**src/rtl/dds_sweep_ctrl_pkg.sv**
```systemverilog
// dds_pkg: shared types and default widths for the DDS sweep controller.
package dds_pkg;
    localparam int FW_W_DEF = 8;
    localparam int PW_W_DEF = 9;
    localparam int DWELL_W_DEF = 16;
    typedef enum logic [1:0] {IDLE, RUN, PAUSE} state_t;
    localparam logic DIR_UP = 1'b0;
    localparam logic DIR_DOWN = 1'b1;
endpackage

```
**src/rtl/dds_sweep_ctrl_if.sv**
```systemverilog
// dds_sweep_ctrl_if: sweep request inputs and DDS word outputs of the sweep controller.
interface dds_sweep_ctrl_if
    import dds_pkg::*;
#(
    parameter int FW_W = FW_W_DEF,
    parameter int PW_W = PW_W_DEF,
    parameter int DWELL_W = DWELL_W_DEF
);
    logic start;
    logic abort;
    logic hold;
    logic mode;
    logic [FW_W-1:0] f_start;
    logic [FW_W-1:0] f_stop;
    logic [FW_W-1:0] f_step;
    logic [DWELL_W-1:0] dwell;
    logic [PW_W-1:0] p_offset;
    logic [FW_W-1:0] Fword;
    logic [PW_W-1:0] Pword1;
    logic [PW_W-1:0] Pword2;
    logic DDS_rst;
    logic busy;
    logic step_stb;
    logic done;
    modport master (
        output start, abort, hold, mode, f_start, f_stop, f_step, dwell, p_offset,
        input Fword, Pword1, Pword2, DDS_rst, busy, step_stb, done
    );
    modport slave (
        input start, abort, hold, mode, f_start, f_stop, f_step, dwell, p_offset,
        output Fword, Pword1, Pword2, DDS_rst, busy, step_stb, done
    );
endinterface

```
**src/rtl/dds_sweep_ctrl_dwell_timer.sv**
```systemverilog
// dds_dwell_timer: loadable down-counter; load wins over enable, zero flags an expired dwell.
module dds_dwell_timer
    import dds_pkg::*;
#(
    parameter int W = DWELL_W_DEF
) (
    input  logic clk,
    input  logic reset,
    input  logic load,
    input  logic en,
    input  logic [W-1:0] load_val,
    output logic zero
);
    logic [W-1:0] cnt;
    always_ff @(posedge clk or posedge reset) begin
        if (reset) cnt <= '0;
        else cnt <= load ? load_val : en ? cnt - W'(1) : cnt;
    end
    assign zero = (cnt == '0);
endmodule

```
**src/rtl/dds_sweep_ctrl.sv**
```systemverilog
// dds_sweep_ctrl: steps the DDS frequency word linearly from f_start to f_stop,
// holding each value for dwell+1 run cycles, with DDS_rst on every (re)start.
module dds_sweep_ctrl
    import dds_pkg::*;
#(
    parameter int FW_W = FW_W_DEF,
    parameter int PW_W = PW_W_DEF,
    parameter int DWELL_W = DWELL_W_DEF
) (
    input logic clk,
    input logic reset,
    dds_sweep_ctrl_if.slave bus
);
    state_t state, state_d;
    logic [FW_W-1:0] f_start_q, f_stop_q, f_step_q;
    logic [DWELL_W-1:0] dwell_q;
    logic mode_q, dir_q;
    logic [FW_W-1:0] fword_q, fword_d;
    logic [PW_W-1:0] pword1_q, pword1_d, pword2_q, pword2_d;
    logic dds_rst_q, dds_rst_d, busy_q, busy_d, step_stb_q, step_stb_d, done_q, done_d;
    logic capture, load, en, zero;
    logic [DWELL_W-1:0] load_val;
    logic [FW_W-1:0] step_eff, down_gap, next_fw;
    logic [FW_W:0] up_sum;

    dds_dwell_timer #(.W(DWELL_W)) u_timer (
        .clk(clk), .reset(reset), .load(load), .en(en), .load_val(load_val), .zero(zero)
    );

    // Up steps use one extra bit so a wrap past the top reads as overshoot; down steps compare
    // the step against the remaining gap so they can never underflow.
    assign step_eff = (f_step_q == '0) ? FW_W'(1) : f_step_q;
    assign up_sum = {1'b0, fword_q} + {1'b0, step_eff};
    assign down_gap = fword_q - f_stop_q;
    assign next_fw = (dir_q == DIR_UP) ? ((up_sum >= {1'b0, f_stop_q}) ? f_stop_q : up_sum[FW_W-1:0])
                                       : ((step_eff >= down_gap) ? f_stop_q : fword_q - step_eff);

    always_ff @(posedge clk or posedge reset) begin
        if (reset) begin
            state <= IDLE;
            fword_q <= '0;
            pword1_q <= '0;
            pword2_q <= '0;
            dds_rst_q <= 1'b0;
            busy_q <= 1'b0;
            step_stb_q <= 1'b0;
            done_q <= 1'b0;
        end else begin
            state <= state_d;
            fword_q <= fword_d;
            pword1_q <= pword1_d;
            pword2_q <= pword2_d;
            dds_rst_q <= dds_rst_d;
            busy_q <= busy_d;
            step_stb_q <= step_stb_d;
            done_q <= done_d;
        end
    end

    always_ff @(posedge clk or posedge reset) begin
        if (reset) begin
            f_start_q <= '0;
            f_stop_q <= '0;
            f_step_q <= '0;
            dwell_q <= '0;
            mode_q <= 1'b0;
            dir_q <= DIR_UP;
        end else if (capture) begin
            f_start_q <= bus.f_start;
            f_stop_q <= bus.f_stop;
            f_step_q <= bus.f_step;
            dwell_q <= bus.dwell;
            mode_q <= bus.mode;
            dir_q <= (bus.f_stop >= bus.f_start) ? DIR_UP : DIR_DOWN;
        end
    end

    // A RUN cycle always does its count/step work; hold only decides whether the next cycle pauses.
    always_comb begin
        state_d = state;
        fword_d = fword_q;
        pword1_d = pword1_q;
        pword2_d = pword2_q;
        dds_rst_d = 1'b0;
        busy_d = busy_q;
        step_stb_d = 1'b0;
        done_d = 1'b0;
        capture = 1'b0;
        load = 1'b0;
        load_val = dwell_q;
        en = 1'b0;
        case (state)
            IDLE: begin
                if (bus.start && !bus.abort) begin
                    capture = 1'b1;
                    load = 1'b1;
                    load_val = bus.dwell;
                    fword_d = bus.f_start;
                    pword1_d = '0;
                    pword2_d = bus.p_offset;
                    dds_rst_d = 1'b1;
                    busy_d = 1'b1;
                    state_d = RUN;
                end
            end
            RUN: begin
                if (bus.abort) begin
                    busy_d = 1'b0;
                    state_d = IDLE;
                end else begin
                    state_d = bus.hold ? PAUSE : RUN;
                    if (!zero) begin
                        en = 1'b1;
                    end else if (fword_q != f_stop_q) begin
                        fword_d = next_fw;
                        load = 1'b1;
                        step_stb_d = 1'b1;
                    end else if (mode_q) begin
                        fword_d = f_start_q;
                        dds_rst_d = 1'b1;
                        load = 1'b1;
                    end else begin
                        done_d = 1'b1;
                        busy_d = 1'b0;
                        state_d = IDLE;
                    end
                end
            end
            PAUSE: begin
                busy_d = !bus.abort;
                state_d = bus.abort ? IDLE : bus.hold ? PAUSE : RUN;
            end
            default: state_d = IDLE;
        endcase
    end

    assign bus.Fword = fword_q;
    assign bus.Pword1 = pword1_q;
    assign bus.Pword2 = pword2_q;
    assign bus.DDS_rst = dds_rst_q;
    assign bus.busy = busy_q;
    assign bus.step_stb = step_stb_q;
    assign bus.done = done_q;
endmodule

```
**src/flat_wrapper.sv**
```systemverilog
// flat-port wrapper written by rule: the top's interface ports become plain ports
module dds_sweep_ctrl_flat import dds_pkg::*;
#(
    parameter int FW_W = FW_W_DEF,
    parameter int PW_W = PW_W_DEF,
    parameter int DWELL_W = DWELL_W_DEF
)
  (clk, reset, bus_start, bus_abort, bus_hold, bus_mode, bus_f_start, bus_f_stop, bus_f_step, bus_dwell, bus_p_offset, bus_Fword, bus_Pword1, bus_Pword2, bus_DDS_rst, bus_busy, bus_step_stb, bus_done);
  dds_sweep_ctrl_if #(.FW_W(FW_W), .PW_W(PW_W), .DWELL_W(DWELL_W)) bus_i ();
  input logic clk;
  input logic reset;
  input wire logic [$bits(bus_i.start)-1:0] bus_start;
  input wire logic [$bits(bus_i.abort)-1:0] bus_abort;
  input wire logic [$bits(bus_i.hold)-1:0] bus_hold;
  input wire logic [$bits(bus_i.mode)-1:0] bus_mode;
  input wire logic [$bits(bus_i.f_start)-1:0] bus_f_start;
  input wire logic [$bits(bus_i.f_stop)-1:0] bus_f_stop;
  input wire logic [$bits(bus_i.f_step)-1:0] bus_f_step;
  input wire logic [$bits(bus_i.dwell)-1:0] bus_dwell;
  input wire logic [$bits(bus_i.p_offset)-1:0] bus_p_offset;
  output wire logic [$bits(bus_i.Fword)-1:0] bus_Fword;
  output wire logic [$bits(bus_i.Pword1)-1:0] bus_Pword1;
  output wire logic [$bits(bus_i.Pword2)-1:0] bus_Pword2;
  output wire logic [$bits(bus_i.DDS_rst)-1:0] bus_DDS_rst;
  output wire logic [$bits(bus_i.busy)-1:0] bus_busy;
  output wire logic [$bits(bus_i.step_stb)-1:0] bus_step_stb;
  output wire logic [$bits(bus_i.done)-1:0] bus_done;
  assign bus_i.start = bus_start;
  assign bus_i.abort = bus_abort;
  assign bus_i.hold = bus_hold;
  assign bus_i.mode = bus_mode;
  assign bus_i.f_start = bus_f_start;
  assign bus_i.f_stop = bus_f_stop;
  assign bus_i.f_step = bus_f_step;
  assign bus_i.dwell = bus_dwell;
  assign bus_i.p_offset = bus_p_offset;
  assign bus_Fword = bus_i.Fword;
  assign bus_Pword1 = bus_i.Pword1;
  assign bus_Pword2 = bus_i.Pword2;
  assign bus_DDS_rst = bus_i.DDS_rst;
  assign bus_busy = bus_i.busy;
  assign bus_step_stb = bus_i.step_stb;
  assign bus_done = bus_i.done;
  dds_sweep_ctrl #(.FW_W(FW_W), .PW_W(PW_W), .DWELL_W(DWELL_W)) u_core (.clk(clk), .reset(reset), .bus(bus_i));
endmodule
```
**config.mk**
```make
export PLATFORM = sky130hd
export DESIGN_NAME = dds_sweep_ctrl_flat
export DESIGN_NICKNAME = d
export VERILOG_FILES = /design/src/rtl/dds_sweep_ctrl_pkg.sv /design/src/rtl/dds_sweep_ctrl_if.sv /design/src/rtl/dds_sweep_ctrl_dwell_timer.sv /design/src/rtl/dds_sweep_ctrl.sv /design/src/flat_wrapper.sv
export SDC_FILE = /design/constraint.sdc
export NUM_CORES = 1
export LEC_CHECK = 0
export BUFFER_PORTS_ARGS = -buffer_cell sky130_fd_sc_hd__buf_4
export CAP_MARGIN = 40
export CORE_MARGIN = 2
export CORE_UTILIZATION = 58
export CTS_CLUSTER_DIAMETER = 40
export DETAILED_ROUTE_END_ITERATION = 7
export PLACE_DENSITY = 0.81
export RECOVER_POWER = 50
export SYNTH_ARGS = -nofsm -noshare
export SYNTH_HDL_FRONTEND = slang
export SYNTH_SLANG_ARGS = --single-unit
```
**constraint.sdc**
```tcl
create_clock -name clk -period 5.4 [get_ports clk]
set_clock_uncertainty 0.15 [all_clocks]
set_input_delay 0.81 -clock clk [delete_from_list [all_inputs] [get_ports clk]]
set_output_delay 0.81 -clock clk [all_outputs]
set_load 0.05 [all_outputs]
```
Yosys cells after proc, flatten, opt, wreduce, memory -nomap -nowiden:

Index checks and enable logic that the tools add are counted.

* add/subtract/negate cells: 4
* $lt $le $gt $ge: 3
* equality and inequality tests: 10
* mux-type cells: 52
* reduce and logical (&&, ||, !) cells: 11

Operators by type and width (count)
* $mux 8: 9
* $mux 16: 4
* $mux 1: 27
* $ge 8x8->1: 2
* $logic_not 16->1: 1
* $pmux 8 s2: 1
* $sub 16x1->16 const B: 1
* $sub 8x8->8: 2
* $mux 2: 7
* $reduce_and 5->1: 2
* $add 8x8->9: 1
* $ge 9x8->1: 1
* $logic_not 8->1: 1
* $ne 8x8->1: 1
* $ne 3x3->1 const B: 2
* $pmux 2 s3: 1
* $ne 2x1->1 const B: 2
* $pmux 1 s2: 2
* $reduce_bool 2->1: 2
* $ne 3x1->1 const B: 1
* $ne 3x2->1 const B: 1
* $pmux 1 s3: 1
* $reduce_bool 3->1: 1
* $eq 2x1->1 const B: 1
* 6 further kinds: 6

* flip-flop bits (word level): 81
* input port bits: 55
* output and inout bits: 30

Depth between registers and ports, before layout:

Gate-level depths: netlist of run 1.

* depth after elaboration: 10
* gate-level depth with buffers: 16
* depth with buffers taken out: 16

Modules after synthesis:

From an unflattened synthesis of run 1, not the netlist that was laid out.

* cells, all modules: 658
* area, all modules: 5547.8 um2

Modules (own cells, without submodules)
* dds_sweep_ctrl: times used 1, cells an instance 557, area each 4614.4 um2, seq. area each 1626.6 um2
* dds_dwell_timer: times used 1, cells an instance 101, area each 933.4 um2, seq. area each 400.4 um2

Worst setup path before layout of run 1:

No wires, ideal clock.

* path kind: reg-to-reg
* start: reg u_core.fword_q[1], in the netlist u_core.bus.Fword[1]
* end: reg u_core.fword_q[7], in the netlist u_core.bus.Fword[7]
* arrival: 3.812 ns
* slack: 1.339 ns
* stages on the path, launching flop included: 15
* cells stage by stage: dfrtp_1 ha_1 nor2b_1 o21ai_0 a21oi_1 o21a_1 nor2_1 o21ai_0 xor2_1 ha_1 a211oi_1 a32oi_1 mux2_2 and3_1 a311oi_1

* longest elaborated chain between the ends: 8
* elaborated cells on any way between the ends: 15

Ends and longest elaborated chain
* start: declaration: line dds_sweep_ctrl.sv:18 `logic [FW_W-1:0] fword_q, fword_d;`
* start signal: assignment: line dds_sweep_ctrl.sv:50 `fword_q <= fword_d;`
* $add 8x8->9 or $sub 8x8->8 (tied branches): line dds_sweep_ctrl.sv:33, dds_sweep_ctrl.sv:34
* $ge 9x8->1 or $ge 8x8->1 (tied branches): line dds_sweep_ctrl.sv:35, dds_sweep_ctrl.sv:36
* $mux 8, on equally long branches: line dds_sweep_ctrl.sv:35, dds_sweep_ctrl.sv:36
* $mux 8: line dds_sweep_ctrl.sv:35 `assign next_fw = (dir_q == DIR_UP) ? ((up_sum >= {1'b0, f_stop_q}) ? f_stop_q : up_sum[FW_W-1:0])`
* $mux 8: line dds_sweep_ctrl.sv:114 `end else if (fword_q != f_stop_q) begin`
* $mux 8: line dds_sweep_ctrl.sv:112 `if (!zero) begin`
* $mux 8: line dds_sweep_ctrl.sv:107 `if (bus.abort) begin`
* $pmux 8 s2: line dds_sweep_ctrl.sv:92 `case (state)`

Parallel ways exist; a longest one is shown, timed or not. The select of a mux whose other input is x is not followed.
A chain may end at the register's enable or synchronous reset.

Worst setup path after layout of run 1:

* start: reg u_core.f_step_q[1]
* end: reg u_core.fword_q[2], in the netlist u_core.bus.Fword[2]

* longest elaborated chain between the ends: 10
* elaborated cells on any way between the ends: 13

Ends and longest elaborated chain
* start: declaration: line dds_sweep_ctrl.sv:15 `logic [FW_W-1:0] f_start_q, f_stop_q, f_step_q;`
* start signal: assignment: line dds_sweep_ctrl.sv:71 `f_step_q <= bus.f_step;`
* $logic_not 8->1: line dds_sweep_ctrl.sv:32 `assign step_eff = (f_step_q == '0) ? FW_W'(1) : f_step_q;`
* $mux 8 *: line dds_sweep_ctrl.sv:32
* $add 8x8->9: line dds_sweep_ctrl.sv:33 `assign up_sum = {1'b0, fword_q} + {1'b0, step_eff};`
* $ge 9x8->1: line dds_sweep_ctrl.sv:35
* $mux 8: line dds_sweep_ctrl.sv:35
* $mux 8 *: line dds_sweep_ctrl.sv:35
* $mux 8 *: line dds_sweep_ctrl.sv:114
* $mux 8 *: line dds_sweep_ctrl.sv:112
* $mux 8 *: line dds_sweep_ctrl.sv:107
* $pmux 8 s2 *: line dds_sweep_ctrl.sv:92

Every way passes the cells marked *; elsewhere a longest branch is shown, timed or not. The select of a mux whose other input is x is not followed.

==> results.sh, run 1 <==
export IMPL_outcome="finished, violations left"
export IMPL_failed_checks="max-capacitance violations, max-slew violations"
export IMPL_finalWorstSetupSlack_ns=0.598
export IMPL_port_buffers=75
export IMPL_wl_per_cell_um=16.4
export IMPL_dp_cells=798
export IMPL_synth_distinct_cells=64
export IMPL_cp_cell_sequence="nor3_1 > a21o_1 > ha_1 > fa_1 > nand2b_1 > a21oi_1 > a221oi_1 > xor2_1 > ha_1 > nand4_1 > nor2_1 > a2111oi_0 > o211ai_1 > mux2_2 > nand2_1 > a21oi_1"
export IMPL_start_kind="flip-flop"
export IMPL_path_buf_inv=0
export IMPL_cp_startpoint="u_core.f_step_q[1]"
export IMPL_synth_top_family_by_area="simple AND/OR/NAND/NOR gates"
export IMPL_critPathMaxStageDelay_ns=0.68
export IMPL_synth_xor_area_frac=0.0393
export IMPL_syn_avg_cell_area_sq_um=8.45
export IMPL_leakagePower_nw=3.02
export IMPL_coreArea_sq_um=9110
export IMPL_setup_viol=0
export IMPL_die_w_um=100
export IMPL_crit_required_ns=5.49
export IMPL_antenna_found_initial=0
export IMPL_layout_area_overhead_vs_synth_pct=16.1
export IMPL_combPwrFrac=0.593
export IMPL_grt_overflow_total=0
export IMPL_cts_hold_buf=0
export IMPL_synth_area_sq_um=5350
export IMPL_yosys_warnings=0
export IMPL_synth_fa_ha_area_frac=0.121
export IMPL_synth_compound_area_frac=0.166
export IMPL_fmax_ghz=0.208
export IMPL_cts_resized=0
export IMPL_final_hold_violation_count=0
export IMPL_insertion_delay_ns=0.36
export IMPL_cts_tree="yes"
export IMPL_cts_buffers=9
export IMPL_p_clk_frac=0.148
export IMPL_grt_usage=0.279
export IMPL_routabilityCongestion=0.954
export IMPL_drc=0
export IMPL_grt_first_pass_wirelength_mm=22.1
export IMPL_slowest_stage="a2111oi_0"
export IMPL_via_count=4779
export IMPL_p_sw_mw=1.62
export IMPL_via_per_inst=5.86
export IMPL_tightest_slew_ns=3.02
export IMPL_swShare=0.462
export IMPL_yosysTopAreaCell="dfrtp_1"
export IMPL_htree_levels=3
export IMPL_rsz0062_at_grt="no"
export IMPL_diodes=0
export IMPL_wl_mm=13.3
export IMPL_initial_core_util=0.587
export IMPL_grt_pass1_vias=4656
export IMPL_drtAntennaViolNets=0
export IMPL_fin_cells=815
export IMPL_vdd_drop_max_v=0.000260
export IMPL_synth_top_area_share=0.379
export IMPL_grt_max_degree=67
export IMPL_yosys_top_cells_area="dfrtp_1 38%, ha_1 11%, nand2_1 9.0%, o21ai_0 4.3%, a21oi_1 3.5%"
export IMPL_r2r_cells=16
export IMPL_synth_cells=633
export IMPL_power_density_nw_per_um2=565
export IMPL_first_pass_iters=5
export IMPL_num_io_pins=85
export IMPL_ys_ff_latch=81
export IMPL_path_class="reg -> reg"
export IMPL_fin_tns_setup_ns=0
export IMPL_synth_ff_type="dfrtp_1"
export IMPL_muxShareOfSynthArea=0.0217
export IMPL_maxCapViolCount=3
export IMPL_cp_top_family="compound AO/OA/AOI/OAI gates"
export IMPL_hp_class="in -> async"
export IMPL_layout_drive_gt1_share=0.163
export IMPL_drt_iter0_drc=335
export IMPL_maxSlewViolCount=175
export IMPL_dp_hpwl_mm=9.86
export IMPL_r2r_end="u_core.bus.Fword[2]"
export IMPL_post_route_period_util=0.889
export IMPL_cts_buffer_depth=2
export IMPL_worst_setup_path_end_kind="flip-flop"
export IMPL_worstPathMaxFanout=10
export IMPL_cts_setup_buffers=0
export IMPL_yosys_area_share_simple=0.207
export IMPL_relSlewSlack=-1.01
export IMPL_die_h_um=100
export IMPL_worst_ep_arrival_time_ns=4.89
export IMPL_min_period_ns=4.80
export IMPL_rows=35
export IMPL_cts_sinks=81
export IMPL_pwr_share_seq=0.259
export IMPL_async_flop_share=1.00
export IMPL_cts_root_buffer="clkbuf_8"
export IMPL_r2r_start="u_core.f_step_q[1]"
export IMPL_p_int_mw=1.89
export IMPL_fin_nets=804
export IMPL_post_place_ws_ns=0.802
export IMPL_cts_reportedPaths_clkPinSlew_ns=0.08
export IMPL_synth_edf_count=0
export IMPL_rrSetupSlack_ns=0.60
export IMPL_die_area_sq_um=10000
export IMPL_synth_seq_area_share=0.379
[cells in the mapped netlist (3+ instances only)]
master	n
a211oi_1	6
a21o_1	3
a21oi_1	37
a22oi_1	3
buf_2	3
buf_4	10
clkbuf_1	22
dfrtp_1	81
fa_1	3
ha_1	47
inv_1	44
mux2_2	5
mux2i_1	6
nand2_1	128
nand2b_1	8
nand3_1	8
nand4_1	7
nor2_1	48
nor2b_1	7
nor3_1	15
nor4_1	7
o211ai_1	4
o21a_1	3
o21ai_0	46
o22ai_1	6
or3_1	4
xnor2_1	11
xor2_1	13
[sequential cells by signal, indices dropped and copies added (netlist names), 2 cells and up]
register	count
u_core.dwell_q	16
u_core.u_timer.cnt	16
u_core.state	2
u_core.bus.Pword2	9
u_core.f_start_q	8
u_core.bus.Fword	8
u_core.f_step_q	8
u_core.f_stop_q	8
[layer usage]
metal	wire (um)	track usage	vias to the layer above	part of all wire
met5	0	0	-	0
met4	376	0.118	0	0.028
met3	899	0.0634	36	0.067
met2	6250	0.434	196	0.47
met1	5830	0.377	2256	0.44
li1	-	-	2291	-
[worst max path at each step]
stage | end | depth (start not counted) | slack [ns]
after floorplan | u_core.bus.Fword[7] | 14 | 1.34
after CTS | u_core.bus.Fword[2] | 16 | 0.72
after global routing | u_core.dir_q | 4 | 0.20
after detailed placement | u_core.bus.Fword[2] | 16 | 0.80
after global placement | u_core.bus.Fword[1] | 16 | 1.04
final | u_core.bus.Fword[2] | 16 | 0.60
[stage by stage]
step	power [mW]	util	cell area, sq um	hold WS (ns)
final	3.51	0.682	6210	0.258
after global routing	3.77	0.682	6210	0.266
after CTS	3.48	0.685	6240	0.166
after detailed placement	2.94	0.659	6000	0.311
after global placement	2.87	0.652	5940	0.308
after floorplan	2.40	-	5380	0.283
[final cells by class]
cell class              instances  area, sq um
fillers                       729         2900
clock inverters                 6         97.6
multi-input cells             479         3010
flip-flops and latches         81         2030
repair buffers                 84          639
well taps                     111          139
clock buffers                  10          138
inverters                      44          166
[worst register-to-register path, stage by stage, from the launching register on]
cell,delay [ns]
dfrtp_1,0.50
nor3_1,0.10
a21o_1,0.22
ha_1,0.21
fa_1,0.42
nand2b_1,0.11
a21oi_1,0.11
a221oi_1,0.41
xor2_1,0.23
ha_1,0.29
nand4_1,0.09
nor2_1,0.05
a2111oi_0,0.68
o211ai_1,0.57
mux2_2,0.43
nand2_1,0.07
a21oi_1,0.06
[cells by family (layout without fill, tap and decap cells)]
group / count (synthesis) / in the layout
simple gates: 246 / 246
buf+inv: 81 / 144
compound gates: 139 / 139
other cells: 1 / 9
xor+xnor: 24 / 24
fa+ha+maj: 50 / 50
mux: 11 / 11
flops: 81 / 81
[power by group through the flow]
| stage | Sequential [mW] | Combinational [mW] | Clock, mW |
|---|---|---|---|
| 6_report | 0.910 | 2.08 | 0.519 |
| 5_1_grt | 0.929 | 2.29 | 0.554 |
| 4_1_cts | 0.905 | 2.05 | 0.527 |
| 3_5_place_dp | 0.916 | 2.03 | 0 |
| 3_3_place_gp | 0.909 | 1.96 | 0 |
| 2_1_floorplan | 1.02 | 1.38 | 0 |
[placed cells by master (no fill, tap or decap), types with 7 or more instances in the layout]
| cell type | n |
|---|---|
| a21oi_1 | 37 |
| buf_4 | 77 |
| clkbuf_8 | 10 |
| conb_1 | 9 |
| dfrtp_1 | 81 |
| ha_1 | 47 |
| inv_1 | 43 |
| nand2_1 | 128 |
| nand2b_1 | 8 |
| nand3_1 | 8 |
| nand4_1 | 7 |
| nor2_1 | 48 |
| nor2b_1 | 7 |
| nor3_1 | 14 |
| nor4_1 | 7 |
| o21ai_0 | 46 |
| xnor2_1 | 11 |
| xor2_1 | 13 |
Note: power is estimated with default switching activity, not from simulation.
==> inputs of run 2 (changes only) <==
CELL_PAD_IN_SITES_DETAIL_PLACEMENT = 1   (was unset)
CELL_PAD_IN_SITES_GLOBAL_PLACEMENT = 1   (was unset)
CORE_UTILIZATION = 43   (was 58)
PLACE_DENSITY = unset   (was 0.81)
PLACE_DENSITY_LB_ADDON = 0.1   (was unset)
==> results.sh, run 2 (same netlist as run 1, synthesis figures left out) <==
export IMPL_final_hold_violation_count=0
export IMPL_post_place_ws_ns=0.683
export IMPL_grt_overflow_total=0
export IMPL_first_pass_iters=5
export IMPL_multi_input_area_sq_um=3000
export IMPL_min_period_ns=4.78
export IMPL_worstPathMaxFanout=10
export IMPL_finalWorstSetupSlack_ns=0.624
export IMPL_wl_mm=15.3
export IMPL_fin_hold_ws_ns=0.328
export IMPL_combPwrFrac=0.584
export IMPL_swShare=0.465
export IMPL_hp_class="reg -> reg"
export IMPL_cts_tree="yes"
export IMPL_layout_commonest_cell="nand2_1"
export IMPL_drtAntennaViolNets=0
export IMPL_fin_tns_setup_ns=0
export IMPL_cts_root_buffer="clkbuf_16"
export IMPL_maxCapViolCount=2
export IMPL_post_route_period_util=0.884
export IMPL_pwr_share_seq=0.257
export IMPL_vdd_drop_max_v=0.000272
export IMPL_power_density_nw_per_um2=571
export IMPL_cts_sinks=81
export IMPL_die_w_um=116
export IMPL_path_class="reg -> reg"
export IMPL_insertion_delay_ns=0.34
export IMPL_crit_required_ns=5.47
export IMPL_cp_cell_sequence="nor4_1 > a21o_1 > ha_1 > nand2b_1 > a221oi_1 > nor4_1 > o31a_1 > xnor2_1 > ha_1 > nand4_1 > nor2_1 > a2111oi_0 > o211ai_1 > mux2_2 > nand2_1 > a21oi_1"
export IMPL_cts_buffer_depth=2
export IMPL_setup_viol=0
export IMPL_p_sw_mw=1.66
export IMPL_diodes=0
export IMPL_grt_max_degree=55
export IMPL_antenna_found_initial=0
export IMPL_dp_hpwl_mm=11.6
export IMPL_post_route_util=0.519
export IMPL_failed_checks="max-capacitance violations, max-slew violations"
export IMPL_rrSetupSlack_ns=0.62
export IMPL_seq_area_sq_um=2030
export IMPL_worst_ep_arrival_time_ns=4.84
export IMPL_final_design_area_no_fill_sq_um=6260
export IMPL_p_int_mw=1.91
export IMPL_htree_levels=3
export IMPL_cts_setup_buffers=0
export IMPL_die_h_um=116
export IMPL_fillers=1469
export IMPL_fin_nets=803
export IMPL_r2r_start="u_core.f_step_q[2]"
export IMPL_outcome="finished, violations left"
export IMPL_coreArea_sq_um=12100
export IMPL_cp_endpoint="u_core.bus.Fword[1]"
export IMPL_routabilityCongestion=0.891
export IMPL_drt_iter0_drc=226
export IMPL_port_buffers=75
export IMPL_drc=0
export IMPL_cts_reportedPaths_clkPinSlew_ns=0.06
export IMPL_cts_hold_buf=0
export IMPL_placed_area_sq_um=6040
export IMPL_tightest_slew_ns=2.30
export IMPL_cts_resized=0
export IMPL_layout_drive_gt1_share=0.147
export IMPL_final_cell_mix="128 x nand2_1, 81 x dfrtp_1, 67 x buf_4"
export IMPL_r2r_end="u_core.bus.Fword[1]"
export IMPL_slowest_stage="a2111oi_0"
export IMPL_worst_setup_path_end_kind="flip-flop"
export IMPL_leakagePower_nw=2.98
export IMPL_num_io_pins=85
export IMPL_wl_per_cell_um=17.5
export IMPL_die_area_sq_um=13400
export IMPL_via_count=4718
export IMPL_start_kind="flip-flop"
export IMPL_cp_top_family="compound AO/OA/AOI/OAI gates"
export IMPL_relSlewSlack=-0.536
export IMPL_rsz0062_at_grt="no"
export IMPL_grt_usage=0.246
export IMPL_via_per_inst=5.42
export IMPL_grt_first_pass_wirelength_mm=25.6
export IMPL_layout_area_overhead_vs_synth_pct=17.0
export IMPL_cp_depth=16
export IMPL_cp_startpoint="u_core.f_step_q[2]"
export IMPL_maxSlewViolCount=84
export IMPL_r2r_cells=16
export IMPL_rows=40
export IMPL_grt_pass1_vias=4963
export IMPL_critPathMaxStageDelay_ns=0.60
export IMPL_cts_buffers=9
export IMPL_initial_core_util=0.444
export IMPL_p_clk_frac=0.159
export IMPL_path_buf_inv=0
export IMPL_fmax_ghz=0.209
-- run 2: cell count changes in the layout (fill, tap and decap cells not counted), sizes merged --
cell | before | now
clkdlybuf4s18 | 0 | 1
clkdlybuf4s25 | 1 | 0
clkinvlp | 1 | 3
inv | 45 | 44
buf | 78 | 68
clkbuf | 15 | 24
clkinv | 2 | 3
bufinv | 2 | 0
-- run 2: stage by stage --
stage / cells / total power, mW
final: 871 / 3.57
after CTS: 871 / 3.59
after floorplan: 641 / 2.40
after global placement: 853 / 2.89
after detailed placement: 855 / 2.99
after global routing: 871 / 3.87
-- run 2: final cells by class --
type                    instances  share of cell area
flip-flops and latches         81               0.324
clock inverters                 6             0.00679
inverters                      44              0.0266
multi-input cells             479               0.479
clock buffers                  10              0.0366
repair buffers                 83              0.0933
well taps                     168              0.0336
-- run 2: routing by layer --
| metal | GRT usage | vias to the layer above | routed length [um] |
|---|---|---|---|
| met5 | 0 | - | 0 |
| met4 | 0.0699 | 0 | 213 |
| met3 | 0.0455 | 17 | 726 |
| met2 | 0.388 | 111 | 6940 |
| met1 | 0.348 | 2311 | 7400 |
| li1 | - | 2279 | - |
-- run 2: power groups by stage --
stage	registers [mW]	clock network [mW]	logic (mW)
floorplan	1.02	0	1.38
global placement	0.910	0	1.98
detailed placement	0.925	0	2.06
CTS	0.915	0.583	2.09
global route	0.939	0.609	2.32
finish	0.917	0.567	2.09
-- run 2: tightest hold or removal path, stage by stage, from the launching register on --
cell and delay, ns:
dfrtp_1 0.34, nand2_1 0.05, nand2_1 0.06
-- run 2: how the worst min path moves through the flow --
stage,cells past startpoint,start,end
floorplan,2,u_core.dwell_q[12],u_core.dwell_q[12]
global placement,2,u_core.dwell_q[6],u_core.dwell_q[6]
detailed placement,2,u_core.dwell_q[14],u_core.dwell_q[14]
CTS,2,u_core.dwell_q[14],u_core.dwell_q[14]
global route,2,u_core.dwell_q[8],u_core.dwell_q[8]
finish,2,u_core.bus.Pword2[5],u_core.bus.Pword2[5]
==> inputs of run 3 (changes only) <==
CORE_UTILIZATION = 46   (was 43)
clock period = 5.6 ns   (was 5.4 ns; I/O delays follow)
==> results.sh, run 3 (same netlist as run 1, synthesis figures left out) <==
export IMPL_outcome="finished, violations left"
export IMPL_failed_checks="max-capacitance violations, max-slew violations"
export IMPL_tightest_slew_ns=1.80
export IMPL_grt_busiest_layer="met2"
export IMPL_initial_core_util=0.471
export IMPL_crit_required_ns=5.73
export IMPL_slowest_stage="a2111oi_0"
export IMPL_grt_pass1_vias=5177
export IMPL_leakagePower_nw=3.00
export IMPL_grt_overflow_total=0
export IMPL_post_route_period_util=0.827
export IMPL_layout_commonest_cell="nand2_1"
export IMPL_port_buffers=75
export IMPL_min_delay_start="u_core.bus.Pword2[5]"
export IMPL_cts_buffers=9
export IMPL_power_total_mw=3.52
export IMPL_die_h_um=112
export IMPL_min_to="u_core.bus.Pword2[5]"
export IMPL_whs_path_depth=2
export IMPL_worstPathMaxFanout=7
export IMPL_drtAntennaViolNets=0
export IMPL_min_period_ns=4.63
export IMPL_r2r_end="u_core.bus.Fword[4]"
export IMPL_cts_hold_buf=0
export IMPL_final_hold_violation_count=0
export IMPL_cts_tree="yes"
export IMPL_drc=0
export IMPL_grt_usage=0.270
export IMPL_coreArea_sq_um=11400
export IMPL_layout_drive_gt1_share=0.152
export IMPL_maxCapViolCount=2
export IMPL_grt_max_degree=61
export IMPL_rrSetupSlack_ns=0.97
export IMPL_cts_root_buffer="clkbuf_16"
export IMPL_rows=39
export IMPL_dp_hpwl_mm=12.0
export IMPL_diodes=0
export IMPL_via_per_inst=5.60
export IMPL_grt_first_pass_wirelength_mm=26.8
export IMPL_wl_mm=15.9
export IMPL_r2r_cells=16
export IMPL_power_density_nw_per_um2=560
export IMPL_routabilityCongestion=0.873
export IMPL_cts_sinks=81
export IMPL_worst_ep_arrival_time_ns=4.76
export IMPL_rsz0062_at_grt="no"
export IMPL_cp_startpoint="u_core.f_step_q[1]"
export IMPL_cts_setup_buffers=0
export IMPL_num_io_pins=85
export IMPL_fin_tns_setup_ns=0
export IMPL_critPathMaxStageDelay_ns=0.60
export IMPL_fmax_ghz=0.216
export IMPL_fin_cells=848
export IMPL_grtUsageMet3=0.0435
export IMPL_final_cell_mix="128 x nand2_1, 81 x dfrtp_1, 70 x buf_4"
export IMPL_placed_area_sq_um=6050
export IMPL_relSlewSlack=-0.202
export IMPL_drt_iter0_drc=200
export IMPL_dp_cells=832
export IMPL_maxSlewViolCount=61
export IMPL_htree_levels=3
export IMPL_die_w_um=112
export IMPL_cts_resized=0
export IMPL_final_design_area_no_fill_sq_um=6280
export IMPL_hp_class="reg -> reg"
export IMPL_vdd_drop_max_v=0.000384
export IMPL_finalWorstSetupSlack_ns=0.969
export IMPL_via_count=4753
export IMPL_r2r_start="u_core.f_step_q[1]"
export IMPL_path_class="reg -> reg"
export IMPL_cp_cell_sequence="nor3_1 > a21o_1 > ha_1 > fa_1 > nand2b_1 > a21oi_1 > a221oi_1 > xor2_1 > ha_1 > nand4_1 > nor2_1 > a2111oi_0 > o211ai_1 > buf_4 > a211o_1 > a21oi_1"
export IMPL_gr_usage_met1=0.375
export IMPL_first_pass_iters=4
export IMPL_layout_area_overhead_vs_synth_pct=17.3
export IMPL_worst_setup_path_end_kind="flip-flop"
export IMPL_wl_per_cell_um=18.8
export IMPL_cts_reportedPaths_clkPinSlew_ns=0.07
export IMPL_post_place_ws_ns=1.02
export IMPL_setup_viol=0
export IMPL_fin_nets=805
export IMPL_start_kind="flip-flop"
export IMPL_insertion_delay_ns=0.35
export IMPL_use_met2=0.432
export IMPL_cts_buffer_depth=2
export IMPL_die_area_sq_um=12500
export IMPL_antenna_found_initial=0
[run 3: critical path, delay by kind of cell, from the launching register on]
kind	cells	cell delay, ns
buffers and inverters	1	0.28
AOI/OAI and AO/OA	7	2.13
adders and majority gates	3	0.93
xor gates and xnor gates	1	0.24
and+or+nand+nor	4	0.33
DFF	1	0.51
[run 3: how the worst max path moves through the flow]
stage / endpoint / slack [ns] / cells after the start
global placement: u_core.bus.Fword[1] / 1.01 / 16
global route: u_core.bus.Fword[4] / 0.57 / 16
floorplan: u_core.bus.Fword[7] / 1.54 / 14
detailed placement: u_core.bus.Fword[3] / 1.02 / 16
finish: u_core.bus.Fword[4] / 0.97 / 16
CTS: u_core.bus.Fword[3] / 0.97 / 16
[run 3: stage by stage]
stage,util,hold WS (ns)
2_1_floorplan,-,0.283
3_3_place_gp,0.527,0.307
3_5_place_dp,0.532,0.313
4_1_cts,0.557,0.330
5_1_grt,0.552,0.344
6_report,0.552,0.326
[run 3: final cells by class]
| cell class | instances | area [sq um] |
|---|---|---|
| Clock buffer | 11 | 243 |
| Clock inverter | 5 | 38.8 |
| Fill cell | 1398 | 5090 |
| Inverter | 44 | 166 |
| Multi-Input combinational cell | 479 | 3010 |
| Sequential cell | 81 | 2030 |
| Tap cell | 143 | 179 |
| Timing Repair Buffer | 85 | 617 |
[run 3: layer usage]
metal  part of all wire  vias up  wire (um)
li1                   -     2289          -
met1               0.47     2339       7500
met2               0.46      106       7400
met3              0.048       19        767
met4              0.018        0        284
met5                  0        -          0
[run 3: power by group]
part / leakage, nW / internal, mW / total [mW] / switching, mW
clock network: 0.124 / 0.314 / 0.577 / 0.262
logic: 1.88 / 0.835 / 2.06 / 1.22
registers: 0.995 / 0.723 / 0.884 / 0.161
total: 3.00 / 1.87 / 3.52 / 1.64
